**config.mk**
```make
export PLATFORM = sky130hd
export DESIGN_NAME = ram_arbiter_flat
export DESIGN_NICKNAME = d
export VERILOG_FILES = /design/src/rtl/ram_arbiter_if.sv /design/src/rtl/ram_arbiter.sv /design/src/flat_wrapper.sv
export SDC_FILE = /design/constraint.sdc
export NUM_CORES = 1
export LEC_CHECK = 0
export CAP_MARGIN = 20
export CORE_ASPECT_RATIO = 1.75
export CORE_MARGIN = 1
export CORE_UTILIZATION = 40
export CTS_CLUSTER_SIZE = 14
export DETAILED_ROUTE_END_ITERATION = 8
export PLACE_DENSITY = 0.92
export SLEW_MARGIN = 10
export SYNTH_ARGS = -nofsm -noshare
export SYNTH_HDL_FRONTEND = slang
export SYNTH_SLANG_ARGS = --single-unit
```
**constraint.sdc**
```tcl
create_clock -name clk -period 2.1 [get_ports clk]
set_input_delay 0.315 -clock clk [delete_from_list [all_inputs] [get_ports clk]]
set_output_delay 0.315 -clock clk [all_outputs]
set_load 0.01 [all_outputs]
```
**src/rtl/ram_arbiter_if.sv**
```systemverilog
// Bus bundle for ram_arbiter: CPU port, DMA/host loader port, RAM port and statistics.
// The arbiter uses the slave modport; requesters and the RAM model use master.
interface ram_arbiter_if;
    logic        cpu_re;
    logic        cpu_we;
    logic [15:0] cpu_addr;
    logic [3:0]  cpu_wdata;
    logic [3:0]  cpu_rdata;
    logic        cpu_stall;
    logic        dma_req;
    logic        dma_we;
    logic [15:0] dma_addr;
    logic [3:0]  dma_wdata;
    logic        dma_gnt;
    logic        dma_done;
    logic [3:0]  dma_rdata;
    logic [15:0] mem_addr;
    logic [3:0]  mem_wdata;
    logic        mem_re;
    logic        mem_we;
    logic [3:0]  mem_rdata;
    logic [15:0] stall_count;

    modport master (
        output cpu_re, cpu_we, cpu_addr, cpu_wdata, dma_req, dma_we, dma_addr, dma_wdata, mem_rdata,
        input  cpu_rdata, cpu_stall, dma_gnt, dma_done, dma_rdata, mem_addr, mem_wdata, mem_re, mem_we,
               stall_count
    );

    modport slave (
        input  cpu_re, cpu_we, cpu_addr, cpu_wdata, dma_req, dma_we, dma_addr, dma_wdata, mem_rdata,
        output cpu_rdata, cpu_stall, dma_gnt, dma_done, dma_rdata, mem_addr, mem_wdata, mem_re, mem_we,
               stall_count
    );
endinterface

```
**src/rtl/ram_arbiter.sv**
```systemverilog
// Arbitrates one 4-bit single-port RAM between the CPU and a DMA loader with wait states.
// Define RAM_ARB_STATS_EN to build the saturating CPU stall-cycle counter.
module ram_arbiter #(
    parameter int WAIT_STATES   = 1,
    parameter int CPU_BURST_MAX = 8
) (
    input  logic          clk,
    input  logic          rst,
    ram_arbiter_if.slave  bus
);
    localparam int BW = $clog2(CPU_BURST_MAX + 2);

    typedef enum logic {IDLE, BUSY} state_t;

    state_t          state_reg, state_next;
    logic [2:0]      wait_cnt_reg, wait_cnt_next;
    logic [BW-1:0]   burst_cnt_reg;
    logic            owner_dma_reg;
    logic            lat_we_reg;
    logic [15:0]     lat_addr_reg;
    logic [3:0]      lat_wdata_reg;
    logic [3:0]      cpu_rdata_reg;
    logic [3:0]      dma_rdata_reg;
    logic            dma_done_reg;

    logic            cpu_req, dma_wins, cpu_wins, grant, idle, active, own_dma;
    logic            cur_we, last_cycle, final_cyc, cpu_final_rd, cpu_stall_int;
    logic [15:0]     cur_addr;
    logic [3:0]      cur_wdata;

    // Arbitration and current-access view; in IDLE the winner is used directly.
    always_comb begin
        cpu_req    = bus.cpu_re | bus.cpu_we;
        dma_wins   = bus.dma_req & (~cpu_req | (burst_cnt_reg == BW'(CPU_BURST_MAX)));
        cpu_wins   = cpu_req & ~dma_wins;
        idle       = (state_reg == IDLE);
        grant      = idle & (cpu_wins | dma_wins);
        active     = idle ? grant : 1'b1;
        own_dma    = idle ? dma_wins : owner_dma_reg;
        cur_we     = lat_we_reg;
        cur_addr   = lat_addr_reg;
        cur_wdata  = lat_wdata_reg;
        if (grant) begin
            cur_we    = dma_wins ? bus.dma_we    : bus.cpu_we;
            cur_addr  = dma_wins ? bus.dma_addr  : bus.cpu_addr;
            cur_wdata = dma_wins ? bus.dma_wdata : bus.cpu_wdata;
        end
        last_cycle   = idle ? (WAIT_STATES == 0) : (wait_cnt_reg == 3'(WAIT_STATES));
        final_cyc    = active & last_cycle;
        cpu_final_rd = final_cyc & ~own_dma & ~cur_we;
    end

    always_ff @(posedge clk) begin
        if (!rst) begin
            state_reg    <= IDLE;
            wait_cnt_reg <= 3'd0;
        end else begin
            state_reg    <= state_next;
            wait_cnt_reg <= wait_cnt_next;
        end
    end

    always_comb begin
        state_next    = state_reg;
        wait_cnt_next = wait_cnt_reg;
        case (state_reg)
            IDLE: begin
                if (grant && WAIT_STATES != 0) begin
                    state_next    = BUSY;
                    wait_cnt_next = 3'd1;
                end
            end
            BUSY: begin
                if (wait_cnt_reg == 3'(WAIT_STATES)) begin
                    state_next    = IDLE;
                    wait_cnt_next = 3'd0;
                end else begin
                    wait_cnt_next = wait_cnt_reg + 3'd1;
                end
            end
            default: begin
                state_next    = IDLE;
                wait_cnt_next = 3'd0;
            end
        endcase
    end

    // Latched access copy, burst tracking and read-data capture.
    always_ff @(posedge clk) begin
        if (!rst) begin
            burst_cnt_reg <= '0;
            owner_dma_reg <= 1'b0;
            lat_we_reg    <= 1'b0;
            lat_addr_reg  <= 16'd0;
            lat_wdata_reg <= 4'd0;
            cpu_rdata_reg <= 4'd0;
            dma_rdata_reg <= 4'd0;
            dma_done_reg  <= 1'b0;
        end else begin
            if (grant) begin
                owner_dma_reg <= dma_wins;
                lat_we_reg    <= cur_we;
                lat_addr_reg  <= cur_addr;
                lat_wdata_reg <= cur_wdata;
            end
            if (!bus.dma_req || (grant && dma_wins))
                burst_cnt_reg <= '0;
            else if (grant && cpu_wins)
                burst_cnt_reg <= burst_cnt_reg + BW'(1);
            if (cpu_final_rd)
                cpu_rdata_reg <= bus.mem_rdata;
            if (final_cyc && own_dma && !cur_we)
                dma_rdata_reg <= bus.mem_rdata;
            dma_done_reg <= final_cyc & own_dma;
        end
    end

    // Reset forces the RAM strobes off and holds the CPU.
    always_comb begin
        cpu_stall_int = ~rst | (cpu_req & ~(final_cyc & ~own_dma));
        bus.cpu_stall = cpu_stall_int;
        bus.mem_addr  = cur_addr;
        bus.mem_wdata = cur_wdata;
        bus.mem_re    = rst & active & ~cur_we;
        bus.mem_we    = rst & active & cur_we & last_cycle;
        bus.dma_gnt   = rst & active & own_dma;
        bus.cpu_rdata = cpu_final_rd ? bus.mem_rdata : cpu_rdata_reg;
        bus.dma_rdata = dma_rdata_reg;
        bus.dma_done  = dma_done_reg;
    end

`ifdef RAM_ARB_STATS_EN
    logic [15:0] stall_count_reg;

    always_ff @(posedge clk) begin
        if (!rst)
            stall_count_reg <= 16'd0;
        else if (cpu_stall_int && stall_count_reg != 16'hFFFF)
            stall_count_reg <= stall_count_reg + 16'd1;
    end

    assign bus.stall_count = stall_count_reg;
`else
    assign bus.stall_count = 16'd0;
`endif
endmodule

```
**src/flat_wrapper.sv**
```systemverilog
// flat-port wrapper written by rule: the top's interface ports become plain ports
module ram_arbiter_flat 
#(
    parameter int WAIT_STATES   = 1,
    parameter int CPU_BURST_MAX = 8
)
  (clk, rst, bus_cpu_re, bus_cpu_we, bus_cpu_addr, bus_cpu_wdata, bus_dma_req, bus_dma_we, bus_dma_addr, bus_dma_wdata, bus_mem_rdata, bus_cpu_rdata, bus_cpu_stall, bus_dma_gnt, bus_dma_done, bus_dma_rdata, bus_mem_addr, bus_mem_wdata, bus_mem_re, bus_mem_we, bus_stall_count);
  ram_arbiter_if bus_i ();
  input  logic clk;
  input  logic rst;
  input wire logic [$bits(bus_i.cpu_re)-1:0] bus_cpu_re;
  input wire logic [$bits(bus_i.cpu_we)-1:0] bus_cpu_we;
  input wire logic [$bits(bus_i.cpu_addr)-1:0] bus_cpu_addr;
  input wire logic [$bits(bus_i.cpu_wdata)-1:0] bus_cpu_wdata;
  input wire logic [$bits(bus_i.dma_req)-1:0] bus_dma_req;
  input wire logic [$bits(bus_i.dma_we)-1:0] bus_dma_we;
  input wire logic [$bits(bus_i.dma_addr)-1:0] bus_dma_addr;
  input wire logic [$bits(bus_i.dma_wdata)-1:0] bus_dma_wdata;
  input wire logic [$bits(bus_i.mem_rdata)-1:0] bus_mem_rdata;
  output wire logic [$bits(bus_i.cpu_rdata)-1:0] bus_cpu_rdata;
  output wire logic [$bits(bus_i.cpu_stall)-1:0] bus_cpu_stall;
  output wire logic [$bits(bus_i.dma_gnt)-1:0] bus_dma_gnt;
  output wire logic [$bits(bus_i.dma_done)-1:0] bus_dma_done;
  output wire logic [$bits(bus_i.dma_rdata)-1:0] bus_dma_rdata;
  output wire logic [$bits(bus_i.mem_addr)-1:0] bus_mem_addr;
  output wire logic [$bits(bus_i.mem_wdata)-1:0] bus_mem_wdata;
  output wire logic [$bits(bus_i.mem_re)-1:0] bus_mem_re;
  output wire logic [$bits(bus_i.mem_we)-1:0] bus_mem_we;
  output wire logic [$bits(bus_i.stall_count)-1:0] bus_stall_count;
  assign bus_i.cpu_re = bus_cpu_re;
  assign bus_i.cpu_we = bus_cpu_we;
  assign bus_i.cpu_addr = bus_cpu_addr;
  assign bus_i.cpu_wdata = bus_cpu_wdata;
  assign bus_i.dma_req = bus_dma_req;
  assign bus_i.dma_we = bus_dma_we;
  assign bus_i.dma_addr = bus_dma_addr;
  assign bus_i.dma_wdata = bus_dma_wdata;
  assign bus_i.mem_rdata = bus_mem_rdata;
  assign bus_cpu_rdata = bus_i.cpu_rdata;
  assign bus_cpu_stall = bus_i.cpu_stall;
  assign bus_dma_gnt = bus_i.dma_gnt;
  assign bus_dma_done = bus_i.dma_done;
  assign bus_dma_rdata = bus_i.dma_rdata;
  assign bus_mem_addr = bus_i.mem_addr;
  assign bus_mem_wdata = bus_i.mem_wdata;
  assign bus_mem_re = bus_i.mem_re;
  assign bus_mem_we = bus_i.mem_we;
  assign bus_stall_count = bus_i.stall_count;
  ram_arbiter #(.WAIT_STATES(WAIT_STATES), .CPU_BURST_MAX(CPU_BURST_MAX)) u_core (.clk(clk), .rst(rst), .bus(bus_i));
endmodule
```
==> run_results.csv <==
group,metric,value,unit
clock_tree,cts_buffers,5,
setup_path,end_kind,"primary output",
floorplanning,die_y,95.4,µm
final_layout,largest_register_ffs,16,
grt,grt_max_degree,31,
timing,fmax,0.428,GHz
power_and_ir_drop,power.total,2.05,mW
final_layout,area_growth,83.1,%
clock_tree,cts_tree,"done",
timing,drv_slew,0,
synth,async_reset_ff_share,0,%
timing,setup-violations-final,23,
floorplanning,die-area,5280,µm²
clock_tree,cts.path.max_buffers,2,
routing,route.detailed.drc,0,
synth,synth_edf_count,0,
clock_tree,cts-htree-levels,2,
grt,antenna_found_initial,0,
placement,place_area,3120,µm²
synth,ys.warnings.count,0,
floorplanning,core,4750,µm²
synth,netlist_area,1990,µm²
setup_path,crit_path_frequent_cell,"buf_12",
setup_path,path_cells,"inv_2, ha_4, and4b_2, a21oi_4, buf_12, buf_12, mux2i_4, a21oi_2, buf_2",
timing,fin_setup_tns,-3880,ps
outcome,run_status,"finished with violations",
final_layout,stdcell_count,414,
grt,grt_pass1_wl,10.1,mm
synth,yosys.cell_types.count,36,
final_layout,multi_input_area,1390,µm²
placement,dp.cells,386,
power_and_ir_drop,leakagePower,1.57,nW
hold_path,min_path_type,"reg2reg",
synth,syn_area_per_cell,8.81,µm²
timing,min_period,2330,ps
setup_path,worstPathRequired,1780,ps
timing,timing.hold.ws,466,ps
routing,route.antenna.remaining_nets,0,
run,max_cap_viol_count,0,
routing,vias,2157,
setup_path,worst-path-max-fanout,7,
floorplanning,start_util,41.9,%
routing,routed_wl,6.55,mm
outcome,violations,"setup timing",
synth,seq_area_frac_synth,39.2,%
clock_tree,clock_latency,290,ps
routing,drt-initial-drc-count,43,
setup_path,cpPeakStageDelay,340,ps
floorplanning,ioPinCount,99,
grt,grt_overflow_total,0,
power_and_ir_drop,powerDensity,563,nW/µm²
floorplanning,fp.dieW,55.3,µm
floorplanning,rows,33,
final_layout,seq_area,785,µm²
setup_path,cp_slowest_cell,"dfxtp_2",
timing,fin_ws,-234,ps
synth,synth_flop_cell,"dfxtp_1",
placement,routabilityCongestion,0.759,
routing,viasPerCell,5.21,
placement,port_buffers,82,
setup_path,crit_arrival,2020,ps
power_and_ir_drop,vdd_drop_max,0.667,mV
timing,worstMarginPinSlew,558,ps
routing,wl_per_cell,15.8,µm
final_layout,insertedDiodeCount,0,
setup_path,crit_type,"reg2out",
clock_tree,clock_sinks,39,
timing,period_share,111,%
timing,clock-skew-final,5.78,ps
timing,hold_viol,0,
clock_tree,root_buffer,"clkbuf_8",
timing,maxSlewHeadroom,62.7,%
final_layout,nNetsFinal,413,
synth,synth_cells,226,
timing,rsz0062_at_grt,"true",
clock_tree,path_clk_slew,70,ps
final_layout,design_area,3650,µm²
grt,grt_pass1_vias,2175,
clock_tree,cts_hold_buf,0,
routing,first_pass_iters,4,
grt,grt_usage,24.5,%
final_layout,post_route_cells_drive_above_1_share,40.3,%
placement,hpwlAfterDp,4.06,mm
final_layout,fillers,288,
synth,synth_seq_cells,39,
setup_path,cp-start-kind,"flop",
[metrics by stage]
stage / setup WS [ps] / util, %
after floorplan: 170 / -
after global placement: -520 / 65.7
after detailed placement: -485 / 65.7
after CTS: -235 / 73.3
after global routing: -309 / 76.8
final: -234 / 76.8
[critical path: cells and delay by family (launching register included)]
kind	cells	cell delay, ps
buffers and inverters	4	480
AO/OA/AOI/OAI	2	250
multiplexers	1	270
flip-flops	1	340
AND/OR/NAND/NOR	1	260
adder cells (fa/ha/maj)	1	140
[final timing paths]
path | start | to | slack (ps) | cells after the start
setup / recovery | u_core.burst_cnt_reg[1] | bus_mem_addr[7] | -230 | 9
hold / removal | u_core.wait_cnt_reg[2] | u_core.wait_cnt_reg[2] | 470 | 1
setup reg to reg | u_core.burst_cnt_reg[1] | u_core.lat_addr_reg[4] | 20 | 11
hold reg to reg | u_core.wait_cnt_reg[2] | u_core.wait_cnt_reg[2] | 470 | 1
[routing by layer]
layer	vias up	global-route usage, %	part of all wire (%)
li1	1039	-	-
met1	1031	24.9	35
met2	70	47.8	59
met3	17	3.53	2.7
met4	0	12.5	3.2
met5	-	0	0
[layout make-up]
class	instances	share of cell area, %
well taps	52	1.78
repair buffers	143	34.9
inverters	9	0.926
clock buffers	8	2.74
multi-input cells	163	38.1
flip-flops and latches	39	21.5
[cells in the final DEF (no fill, tap or decap), types with 2 or more instances in the layout]
cell type | netlist | final
clkdlybuf4s50_1 | 0 | 51
buf_4 | 16 | 50
dfxtp_1 | 39 | 36
nor2_1 | 33 | 32
buf_2 | 2 | 23
a211oi_1 | 21 | 21
mux2i_4 | 0 | 19
conb_1 | 1 | 16
a21oi_2 | 0 | 14
a21oi_1 | 26 | 12
clkbuf_8 | 0 | 7
buf_12 | 0 | 7
inv_1 | 8 | 6
nand2_1 | 6 | 6
mux2i_1 | 25 | 5
buf_6 | 1 | 5
and2_1 | 4 | 4
mux2_2 | 4 | 3
o21ai_0 | 3 | 3
xnor2_1 | 3 | 3
dlygate4sd2_1 | 0 | 3
dfxtp_2 | 0 | 3
inv_2 | 0 | 2
nor4_1 | 2 | 2
and3_1 | 2 | 2
clkbuf_2 | 0 | 2
[cells in the mapped netlist, types with 2 or more instances]
master,n,area (µm²)
dfxtp_1,39,781
nand2_1,6,22.5
nor2_1,33,124
and3_1,2,12.5
buf_2,2,10.0
mux2i_1,25,250
o21ai_0,3,15.0
nand2b_1,2,12.5
mux2_2,4,45.0
nor4_1,2,12.5
ha_1,2,25.0
a21oi_1,26,130
and2_1,4,25.0
xnor2_1,3,26.3
nor3_1,2,10.0
clkbuf_1,9,33.8
buf_4,16,120
a211oi_1,21,158
inv_1,8,30.0
[report_power, final]
part	switching, mW	internal [mW]	total (mW)	leakage (nW)
Clock	0.259	0.300	0.559	0.0515
Combinational	0.329	0.362	0.691	1.20
Sequential	0.0154	0.788	0.803	0.322
Total	0.604	1.45	2.05	1.57
[kinds of logic (layout without fill, tap and decap cells)]
kind of cell / after synthesis / after routing / synth area share, %
AOI/OAI and AO/OA: 57 / 57 / 18.5
and+or+nand+nor: 56 / 56 / 13.3
DFF: 39 / 39 / 39.2
buffers and inverters: 39 / 160 / 11.4
muxes: 29 / 29 / 14.8
xor gates and xnor gates: 3 / 3 / 1.32
adders and majority gates: 2 / 2 / 1.26
other: 1 / 16 / 0.188
[timing repair]
item	in CTS	in global routing
resized for setup	155	29
setup buffers	12	7
pin swaps	23	10
setup endpoints to repair	28	28
gates cloned	2	0
No activity file was read; power rests on OpenSTA's default activity.
==> variant, RTL diff (config.mk and constraints unchanged) <==
`CPU_BURST_MAX` is set to 8 in 2 places; all go to 16.
--- a/src/rtl/ram_arbiter.sv
+++ b/src/rtl/ram_arbiter.sv
@@ -4,3 +4,3 @@
     parameter int WAIT_STATES   = 1,
-    parameter int CPU_BURST_MAX = 8
+    parameter int CPU_BURST_MAX = 16
 ) (
--- a/src/flat_wrapper.sv
+++ b/src/flat_wrapper.sv
@@ -4,3 +4,3 @@
     parameter int WAIT_STATES   = 1,
-    parameter int CPU_BURST_MAX = 8
+    parameter int CPU_BURST_MAX = 16
 )
Formal check against the unedited RTL: same outputs for any inputs over 10 cycles, from zero or initial values and one cycle with rst low; that may be too few to reach the edited logic, so the function may still have changed.
==> variant against the original RTL <==
The run still ends with negative setup slack left; clock skew increased by 0.0036 ns; synthesized area increased by 11%; worst setup slack got worse by 0.11 ns; power increased by 7.7%; first-iteration DRC count increased by 77%; utilization decreased by 0.75 points; routed wire length increased by 1.8%; global-route usage decreased by 2.1 points; synthesized cell count increased by 13%; clock power increased by 19%; sequential cell count increased by 1; design area increased by 10%; critical path depth increased by 2.
==> variant: results (changes against the original RTL) <==
[outcome]
status = complete, but fails checks  ; unchanged
violations = negative setup slack  ; unchanged

[hold_path]
whs_path_depth = 2  ; was 1
min_to = u_core.bus.dma_rdata[0]$_SDFFE_PN0P_  ; was u_core.wait_cnt_reg[2]$_SDFFE_PN0P_

[global_route]
grt_pass1_vias = 2293  ; was 2175
grt_max_degree = 41  ; was 31
grt_pass1_wl_um = 9990  ; was 10100 um

[detailed_routing]
drt_iter0_drc = 76  ; was 43
vias_per_cell = 4.86  ; was 5.21

[sta]
setup_slack_ns = -0.345  ; was -0.234 ns
whs_ns = 0.529  ; was 0.466 ns
clock_skew_ns = 0.00941  ; was 0.00578 ns
period_needed_ns = 2.44  ; was 2.33 ns
setup_viol = 23  ; unchanged

[cells_and_area]
drive_above_1_share_pct = 44.3  ; was 40.3%
final_nets = 453  ; was 413

[clock_tree]
clock_latency_ns = 0.31  ; was 0.29 ns

[placement]
dpl.hpwl_um = 4070  ; was 4060 um

[power_and_ir_drop]
vdd_drop_max_v = 0.000346  ; was 0.000667 V
p_leak_nw = 1.71  ; was 1.57 nW

[worst_setup_path]
r2r-start = u_core.burst_cnt_reg[0]$_SDFFE_PP0P_  ; was u_core.burst_cnt_reg[1]$_SDFFE_PP0P_
worstPathArrival_ns = 2.13  ; was 2.02 ns
r2r.worst_path.cells = 15  ; was 11
rr_endpoint = u_core.lat_addr_reg[7]$_SDFFE_PN0N_  ; was u_core.lat_addr_reg[4]$_SDFFE_PN0P_
cp_max_fo = 6  ; was 7

[synth]
yosys-top-cells-area = dfxtp_1, mux2i_1, a21oi_1, buf_4, o21ai_0  ; was dfxtp_1, mux2i_1, a211oi_1, a21oi_1, nor2_1

## variant: changes by cell type after synthesis, sizes merged, moves of 3 or more
cell / change
a2111oi: +3
clkbuf: +4
a21oi: +14
nor2b: +5
a211oi: -20
nor2: -3
o21ai: +23
## variant: logic make-up after synthesis
family	after synthesis	synth area share (%)
AOI/OAI and AO/OA	80	22.0
xor gates and xnor gates	4	1.58
adders and majority gates	2	1.13
buffers and inverters	40	10.8
DFF	40	36.2
muxes	29	14.0
other	1	0.169
and+or+nand+nor	60	14.1
## variant: cell type report
class / instances / area, um^2
clock buffer: 5 / 68.8
clock inverter: 3 / 46.3
fill: 368 / 1270
inverter: 6 / 22.5
multi-input combinational: 191 / 1600
tap: 74 / 92.6
sequential: 40 / 807
timing repair buffer: 157 / 1390
## variant: what timing repair did
item | 4_1_cts | 5_1_grt
setup endpoints to repair | 28 | 30
pin swaps | 12 | 13
buffers inserted | 26 | 14
cloned | 2 | 1
hold buffers | 0 | 0
gates resized for setup | 148 | 44
## variant: worst register-to-register path, cell delays in order (launching register included)
cell      delay, ns
dfxtp_2        0.33
inv_2          0.07
ha_4           0.13
nor4bb_4       0.20
buf_4          0.17
o21ai_4        0.05
buf_4          0.14
buf_12         0.14
buf_4          0.13
mux2i_2        0.15
buf_4          0.13
buf_4          0.12
buf_4          0.12
buf_4          0.12
buf_4          0.12
a21oi_2        0.09
## variant: how the worst max path moves through the flow
stage	startpoint	endpoint
finish	u_core.burst_cnt_reg[0]$_SDFFE_PP0P_	bus_mem_addr[3]
global route	u_core.burst_cnt_reg[0]$_SDFFE_PP0P_	bus_mem_addr[3]
CTS	u_core.burst_cnt_reg[1]$_SDFFE_PP0P_	bus_mem_wdata[2]
detailed placement	u_core.burst_cnt_reg[0]$_SDFFE_PP0P_	bus_mem_we
global placement	bus_cpu_we	bus_mem_wdata[3]
floorplan	u_core.burst_cnt_reg[0]$_SDFFE_PP0P_	bus_mem_addr[0]
## variant: stage by stage
step                utilization (%)  std cells  total power [mW]  cell area [um^2]  worst slack (ns)
floorplan                         -        271              1.13              2270             0.226
global placement               61.9        429              1.42              3280            -0.452
detailed placement             61.9        429              1.43              3280            -0.499
CTS                            71.1        465              2.13              3760            -0.362
global route                   76.1        476              2.31              4030            -0.416
finish                         76.1        476              2.21              4030            -0.345
## variant: where the power goes
part           internal, mW  total, mW  switching, mW
registers             0.807      0.832         0.0251
clock network         0.358      0.667          0.309
logic                 0.382      0.713          0.331
## variant: routing by layer
layer / routed length [um] / global-route usage (%) / up-vias / part of all wire, %
met3: 198 / 3.48 / 10 / 3.0
li1: - / - / 1152 / -
met1: 2300 / 21.7 / 1083 / 35
met2: 4040 / 43.7 / 68 / 61
met4: 129 / 10.8 / 0 / 1.9
met5: 0 / 0 / - / 0
